## src/rtl/multi_channel_serial_therm_accumulator_if.sv

```systemverilog
// Handshake/bus bundle for multi_channel_serial_therm_accumulator.
// Optional feature macro: SIGNED_OUTPUT_EN (adds one bit to each per-channel sum field).
interface multi_channel_serial_therm_accumulator_if #(
  parameter int unsigned SERIAL_INPUT_LENGTH = 6,
  parameter int unsigned NUM_CHANNELS        = 4
);
  localparam int unsigned CW = $clog2(SERIAL_INPUT_LENGTH + 1);
`ifdef SIGNED_OUTPUT_EN
  localparam int unsigned OW = CW + 1;
`else
  localparam int unsigned OW = CW;
`endif

  logic                         start;
  logic                         in_valid;
  logic [NUM_CHANNELS-1:0]      serial_in;
  logic                         busy;
  logic                         out_valid;
  logic                         out_ready;
  logic [NUM_CHANNELS*OW-1:0]   sum_out;
  logic [NUM_CHANNELS-1:0]      therm_err;

  // Producer/consumer side: drives frames in, takes results out
  modport master (
    output start, in_valid, serial_in, out_ready,
    input  busy, out_valid, sum_out, therm_err
  );

  // Accumulator side
  modport slave (
    input  start, in_valid, serial_in, out_ready,
    output busy, out_valid, sum_out, therm_err
  );
endinterface

```

## src/rtl/multi_channel_serial_therm_accumulator.sv

```systemverilog
// Multi-channel bit-serial thermometer-code accumulator.
// Counts the ones in each SERIAL_INPUT_LENGTH-bit frame on NUM_CHANNELS lock-step
// serial streams, flags thermometer-order violations, and hands the per-channel
// results out under a valid/ready handshake.
// Optional feature macro: SIGNED_OUTPUT_EN -- when defined, each result is the
// bipolar mapping 2*count - SERIAL_INPUT_LENGTH in two's complement (one extra bit);
// when undefined, each result is the unsigned popcount.
module multi_channel_serial_therm_accumulator #(
  parameter int unsigned SERIAL_INPUT_LENGTH = 6,
  parameter int unsigned NUM_CHANNELS        = 4
) (
  input  logic clk,
  input  logic rst_n,
  multi_channel_serial_therm_accumulator_if.slave bus
);

  localparam int unsigned CW = $clog2(SERIAL_INPUT_LENGTH + 1);
`ifdef SIGNED_OUTPUT_EN
  localparam int unsigned OW = CW + 1;
`else
  localparam int unsigned OW = CW;
`endif

  // Reject configurations the datapath is not built for
  if (SERIAL_INPUT_LENGTH < 2) begin : g_bad_len
    $error("SERIAL_INPUT_LENGTH must be >= 2");
  end
  if (NUM_CHANNELS < 1) begin : g_bad_ch
    $error("NUM_CHANNELS must be >= 1");
  end

  typedef enum logic [1:0] {
    IDLE  = 2'd0,
    ACCUM = 2'd1,
    DONE  = 2'd2
  } state_e;

  state_e                              state_q, state_d;
  logic [NUM_CHANNELS-1:0][CW-1:0]     cnt_q, cnt_d;
  logic [CW-1:0]                       bit_cnt_q, bit_cnt_d;
  logic [NUM_CHANNELS-1:0]             seen_zero_q, seen_zero_d;
  logic [NUM_CHANNELS-1:0]             err_q, err_d;
  logic                                busy_q, busy_d;
  logic                                out_valid_q, out_valid_d;
  logic [NUM_CHANNELS*OW-1:0]          sum_q, sum_d;
  logic [NUM_CHANNELS-1:0]             therm_err_q, therm_err_d;
  logic                                frame_start;
  logic                                accum_sample;
  logic                                last_bit;

  // State register
  always_ff @(posedge clk or negedge rst_n) begin
    if (!rst_n) begin
      state_q <= IDLE;
    end else begin
      state_q <= state_d;
    end
  end

  // Per-channel counters, ordering flags and registered outputs
  always_ff @(posedge clk or negedge rst_n) begin
    if (!rst_n) begin
      cnt_q       <= '0;
      bit_cnt_q   <= '0;
      seen_zero_q <= '0;
      err_q       <= '0;
      busy_q      <= 1'b0;
      out_valid_q <= 1'b0;
      sum_q       <= '0;
      therm_err_q <= '0;
    end else begin
      cnt_q       <= cnt_d;
      bit_cnt_q   <= bit_cnt_d;
      seen_zero_q <= seen_zero_d;
      err_q       <= err_d;
      busy_q      <= busy_d;
      out_valid_q <= out_valid_d;
      sum_q       <= sum_d;
      therm_err_q <= therm_err_d;
    end
  end

  // Next state, datapath update and output capture
  always_comb begin
    state_d     = state_q;
    cnt_d       = cnt_q;
    bit_cnt_d   = bit_cnt_q;
    seen_zero_d = seen_zero_q;
    err_d       = err_q;
    sum_d       = sum_q;
    therm_err_d = therm_err_q;

    // A frame may open from IDLE, or from DONE in the same cycle the result is taken
    frame_start  = bus.in_valid && bus.start &&
                   ((state_q == IDLE) || ((state_q == DONE) && bus.out_ready));
    accum_sample = bus.in_valid && (state_q == ACCUM);
    last_bit     = accum_sample && (bit_cnt_q == CW'(SERIAL_INPUT_LENGTH - 1));

    case (state_q)
      IDLE: begin
        if (frame_start) state_d = ACCUM;
      end
      ACCUM: begin
        if (last_bit) state_d = DONE;
      end
      DONE: begin
        if (bus.out_ready) state_d = frame_start ? ACCUM : IDLE;
      end
      default: state_d = IDLE;
    endcase

    if (frame_start) begin
      bit_cnt_d = CW'(1);
    end else if (accum_sample) begin
      bit_cnt_d = bit_cnt_q + CW'(1);
    end

    // Bit 0 reloads each channel; later bits accumulate and check 1s-then-0s order
    for (int k = 0; k < int'(NUM_CHANNELS); k++) begin
      if (frame_start) begin
        cnt_d[k]       = CW'(bus.serial_in[k]);
        seen_zero_d[k] = ~bus.serial_in[k];
        err_d[k]       = 1'b0;
      end else if (accum_sample) begin
        cnt_d[k]       = cnt_q[k] + CW'(bus.serial_in[k]);
        err_d[k]       = err_q[k] | (seen_zero_q[k] & bus.serial_in[k]);
        seen_zero_d[k] = seen_zero_q[k] | ~bus.serial_in[k];
      end
    end

    // Results change only on the edge that enters DONE
    if (last_bit) begin
      for (int k = 0; k < int'(NUM_CHANNELS); k++) begin
`ifdef SIGNED_OUTPUT_EN
        sum_d[k*OW +: OW] = OW'({cnt_d[k], 1'b0}) - OW'(SERIAL_INPUT_LENGTH);
`else
        sum_d[k*OW +: OW] = cnt_d[k];
`endif
      end
      therm_err_d = err_d;
    end

    busy_d      = (state_d == ACCUM);
    out_valid_d = (state_d == DONE);
  end

  assign bus.busy      = busy_q;
  assign bus.out_valid = out_valid_q;
  assign bus.sum_out   = sum_q;
  assign bus.therm_err = therm_err_q;

endmodule

```

## src/flat_wrapper.sv

```systemverilog
// flat-port wrapper written by rule: the top's interface ports become plain ports
module multi_channel_serial_therm_accumulator_flat 
#(
  parameter int unsigned SERIAL_INPUT_LENGTH = 6,
  parameter int unsigned NUM_CHANNELS        = 4
)
  (clk, rst_n, bus_start, bus_in_valid, bus_serial_in, bus_out_ready, bus_busy, bus_out_valid, bus_sum_out, bus_therm_err);
  multi_channel_serial_therm_accumulator_if #(.SERIAL_INPUT_LENGTH(SERIAL_INPUT_LENGTH), .NUM_CHANNELS(NUM_CHANNELS)) bus_i ();
  input  logic clk;
  input  logic rst_n;
  input wire logic [$bits(bus_i.start)-1:0] bus_start;
  input wire logic [$bits(bus_i.in_valid)-1:0] bus_in_valid;
  input wire logic [$bits(bus_i.serial_in)-1:0] bus_serial_in;
  input wire logic [$bits(bus_i.out_ready)-1:0] bus_out_ready;
  output wire logic [$bits(bus_i.busy)-1:0] bus_busy;
  output wire logic [$bits(bus_i.out_valid)-1:0] bus_out_valid;
  output wire logic [$bits(bus_i.sum_out)-1:0] bus_sum_out;
  output wire logic [$bits(bus_i.therm_err)-1:0] bus_therm_err;
  assign bus_i.start = bus_start;
  assign bus_i.in_valid = bus_in_valid;
  assign bus_i.serial_in = bus_serial_in;
  assign bus_i.out_ready = bus_out_ready;
  assign bus_busy = bus_i.busy;
  assign bus_out_valid = bus_i.out_valid;
  assign bus_sum_out = bus_i.sum_out;
  assign bus_therm_err = bus_i.therm_err;
  multi_channel_serial_therm_accumulator #(.SERIAL_INPUT_LENGTH(SERIAL_INPUT_LENGTH), .NUM_CHANNELS(NUM_CHANNELS)) u_core (.clk(clk), .rst_n(rst_n), .bus(bus_i));
endmodule
```

## config.mk

```make
export PLATFORM = sky130hd
export DESIGN_NAME = multi_channel_serial_therm_accumulator_flat
export DESIGN_NICKNAME = d
export VERILOG_FILES = /design/src/rtl/multi_channel_serial_therm_accumulator_if.sv /design/src/rtl/multi_channel_serial_therm_accumulator.sv /design/src/flat_wrapper.sv
export SDC_FILE = /design/constraint.sdc
export NUM_CORES = 1
export LEC_CHECK = 0
export CAP_MARGIN = 0
export CORE_ASPECT_RATIO = 0.8
export CORE_MARGIN = 2
export CORE_UTILIZATION = 58
export DETAILED_ROUTE_END_ITERATION = 12
export PLACE_DENSITY = 0.89
export SLEW_MARGIN = 10
export SYNTH_ARGS = -nofsm -noshare
export SYNTH_HDL_FRONTEND = slang
export SYNTH_SLANG_ARGS = --single-unit
```

## constraint.sdc

```tcl
create_clock -name clk -period 3.6 [get_ports clk]
set_input_delay 0.72 -clock clk [delete_from_list [all_inputs] [get_ports clk]]
set_output_delay 0.72 -clock clk [all_outputs]
set_load 0.01 [all_outputs]
```

==> flow_summary.ini <==
[drt]
vias = 1380
drt_pass1_iterations = 4
wirelength_mm = 3.82
route.detailed.drc = 0
wl_per_cell_um = 16.5
drt-initial-drc-count = 88
drt.antenna.violating_nets = 0
vias_per_cell = 5.95

[timing]
setup_ws_ns = 1.36
clock_skew_ns = 0.00468
fin_hold_ws_ns = 0.506
finalSetupViolCount = 0
final.setup.tns_ns = 0
fin_crit_ns = 2.24
relSlewSlack = 0.387
min_period_over_period = 0.622
worst_pin_slew_ns = 0.920
rsz0062_at_grt = no
slew_violations = 0
fmax_mhz = 447
hold_viol_final = 0

[synthesis]
synth_nets = 183
yosysTopAreaCellShare = 0.552
syn_inst = 164
ys_warn_count = 0
synth.area.top_cells = dfrtp_1, mux2_2, ha_1, o21ai_0, a21oi_1
synth_flop_cell = dfrtp_1
synth_edf_count = 0
ys_ff_latch = 43
syn-cell-area_um2 = 1950
yosysMostFrequentCell = dfrtp_1
synth_commonest_cells = dfrtp_1, o21ai_0, a21oi_1
async_flop_share = 1.00
synth_seq_area_share = 0.552
synth_cell_types = 26
synth_top_area_cell = dfrtp_1
syn_avg_cell_area_um2 = 11.9

[clocking]
clk_path_buf_depth = 2
cts_resized = 0
cts_buffers = 5
clkLatencyLatePin_ns = 0.30
clk_pin_slew_worst_paths_ns = 0.08
cts_setup_buffers = 0
cts_tree = yes
cts_max_level = 2
cts-root-buf = clkbuf_8
clock-sinks = 43
cts_hold_buf = 0

[worst_setup_path]
cp-startpoint = bus_in_valid
worstPathBufferInverterCount = 1
slowest_stage = clkdlybuf4s50_1
path_delay_family = simple AND/OR/NAND/NOR gates
r2r_cells = 3
worstSetupStartpointType = input port
worstSetupPathDepth = 4
r2r-start = u_core.state_q[1]$_DFF_PN0_
crit_fanout = 23
critPathRequiredTime_ns = 3.82
cp-end-kind = flip-flop
slowest_delay_ns = 0.53
cp_cell_sequence = clkdlybuf4s50_1, nand3b_1, or3_1, a21oi_1
arrival_ns = 2.46
crit_type = in -> reg

[floorplanning]
core_area_um2 = 3150
core.rowCount = 18
start_util = 0.619
die_y_um = 55.9
fp.dieW_um = 68.8
io_pins = 27
fp.dieArea_um2 = 3850

[finish]
insertedDiodeCount = 0
final_area_um2 = 2300
layout-drive-gt1-share = 0.135
nNetsFinal = 210
final_core_util = 0.730
area_delta_synth_final_pct = 18.0

[run]
maxCapViolCount = 0

[min_path]
hp-start = u_core.bus.sum_out[9]$_DFFE_PN0P_
hp-class = reg -> reg
whs_path_depth = 1

[power_and_ir_drop]
power.density_nw_per_um2 = 820
leakage_nw = 1.01
peakVddDrop_uv = 533

[grt]
grtUsageTotal = 0.238
gr-total-overflow = 0
grt_pass1_wl_mm = 6.60
grt_pass1_vias = 1407
grt_max_degree = 44
antenna_found_initial = 0

[placement]
pre_cts_ws_ns = 1.05
io_buffer_count = 26
dpl-instance-area_um2 = 2220
gp_congestion = 0.746
dp_hpwl_mm = 2.59

[status]
run_status = finished clean
==> path summary, 6_finish.rpt <==
| kind | to | slack [ns] |
|---|---|---|
| setup / recovery | u_core.cnt_q[5]$_DFF_PN0_ | 1.36 |
| hold / removal | u_core.bus.sum_out[9]$_DFFE_PN0P_ | 0.51 |
| setup reg to reg | u_core.cnt_q[5]$_DFF_PN0_ | 1.79 |
| hold reg to reg | u_core.bus.sum_out[9]$_DFFE_PN0P_ | 0.51 |
| max in group asynchronous | u_core.bus.busy$_DFF_PN0_ | 2.47 |
| min in group asynchronous | u_core.cnt_q[5]$_DFF_PN0_ | 0.56 |
==> worst reg2reg max path: cells and delay by family, from the launching register on <==
family / cells / cell delay, ns
AOI/OAI and AO/OA: 1 / 0.15
and+or+nand+nor: 2 / 1.14
DFF: 1 / 0.45
==> cells in the final DEF, fill, tap and decap left out, drive strengths merged <==
master         netlist  final
dfrtp               43     43
clkdlybuf4s50        0     25
o21ai               17     17
mux2                16     16
a21oi               13     13
nand2               10     10
ha                  10     10
inv                  7      7
clkbuf               1      7
nor2                 6      6
o31ai                6      6
or3                  5      5
xnor2                5      5
a31oi                4      4
o2bb2ai              4      4
buf                  7      3
a22oi                2      2
and3b                1      1
nand3                1      1
nand2b               1      1
nand3b               1      1
nand4                1      1
and4                 1      1
a41oi                1      1
a211oi               1      1
clkinv               0      1
==> through the flow <==
stage,power (mW),cells
4_1_cts,1.90,232
2_1_floorplan,1.29,164
6_report,1.89,232
3_3_place_gp,1.55,224
3_5_place_dp,1.60,224
5_1_grt,2.04,232
==> cells by family after synthesis <==
kind of cell               synth area share
adders and majority gates            0.0641
buffers and inverters                0.0398
and+or+nand+nor                      0.0751
muxes                                 0.100
DFF                                   0.552
AOI/OAI and AO/OA                     0.147
xor gates and xnor gates             0.0224
==> flip-flops by register name, summed over array words and instances (netlist names) <==
| register | count |
|---|---|
| u_core.bit_cnt_q | 3 |
| u_core.bus.sum_out | 12 |
| u_core.seen_zero_q | 4 |
| u_core.err_q | 4 |
| u_core.bus.busy | 1 |
| u_core.bus.therm_err | 4 |
| u_core.state_q | 2 |
| u_core.cnt_q | 12 |
| u_core.bus.out_valid | 1 |
==> where the power goes <==
group          internal (mW)  switching [mW]
registers              0.691           0.134
logic                  0.420           0.347
clock network          0.136           0.160
==> per-layer routing <==
layer / GRT usage / routed length (µm)
met3: 0.0850 / 231
met4: 0.106 / 57
met5: 0 / 0
met1: 0.314 / 1650
met2: 0.352 / 1880
==> area by class of cell <==
type	instances	area (µm²)
inverters	7	26.3
fillers	211	852
clock buffers	7	76.3
multi-input cells	106	797
well taps	40	50.0
repair buffers	28	270
flip-flops and latches	43	1080
clock inverters	1	5.00
Power figures use the tool's default switching activity.
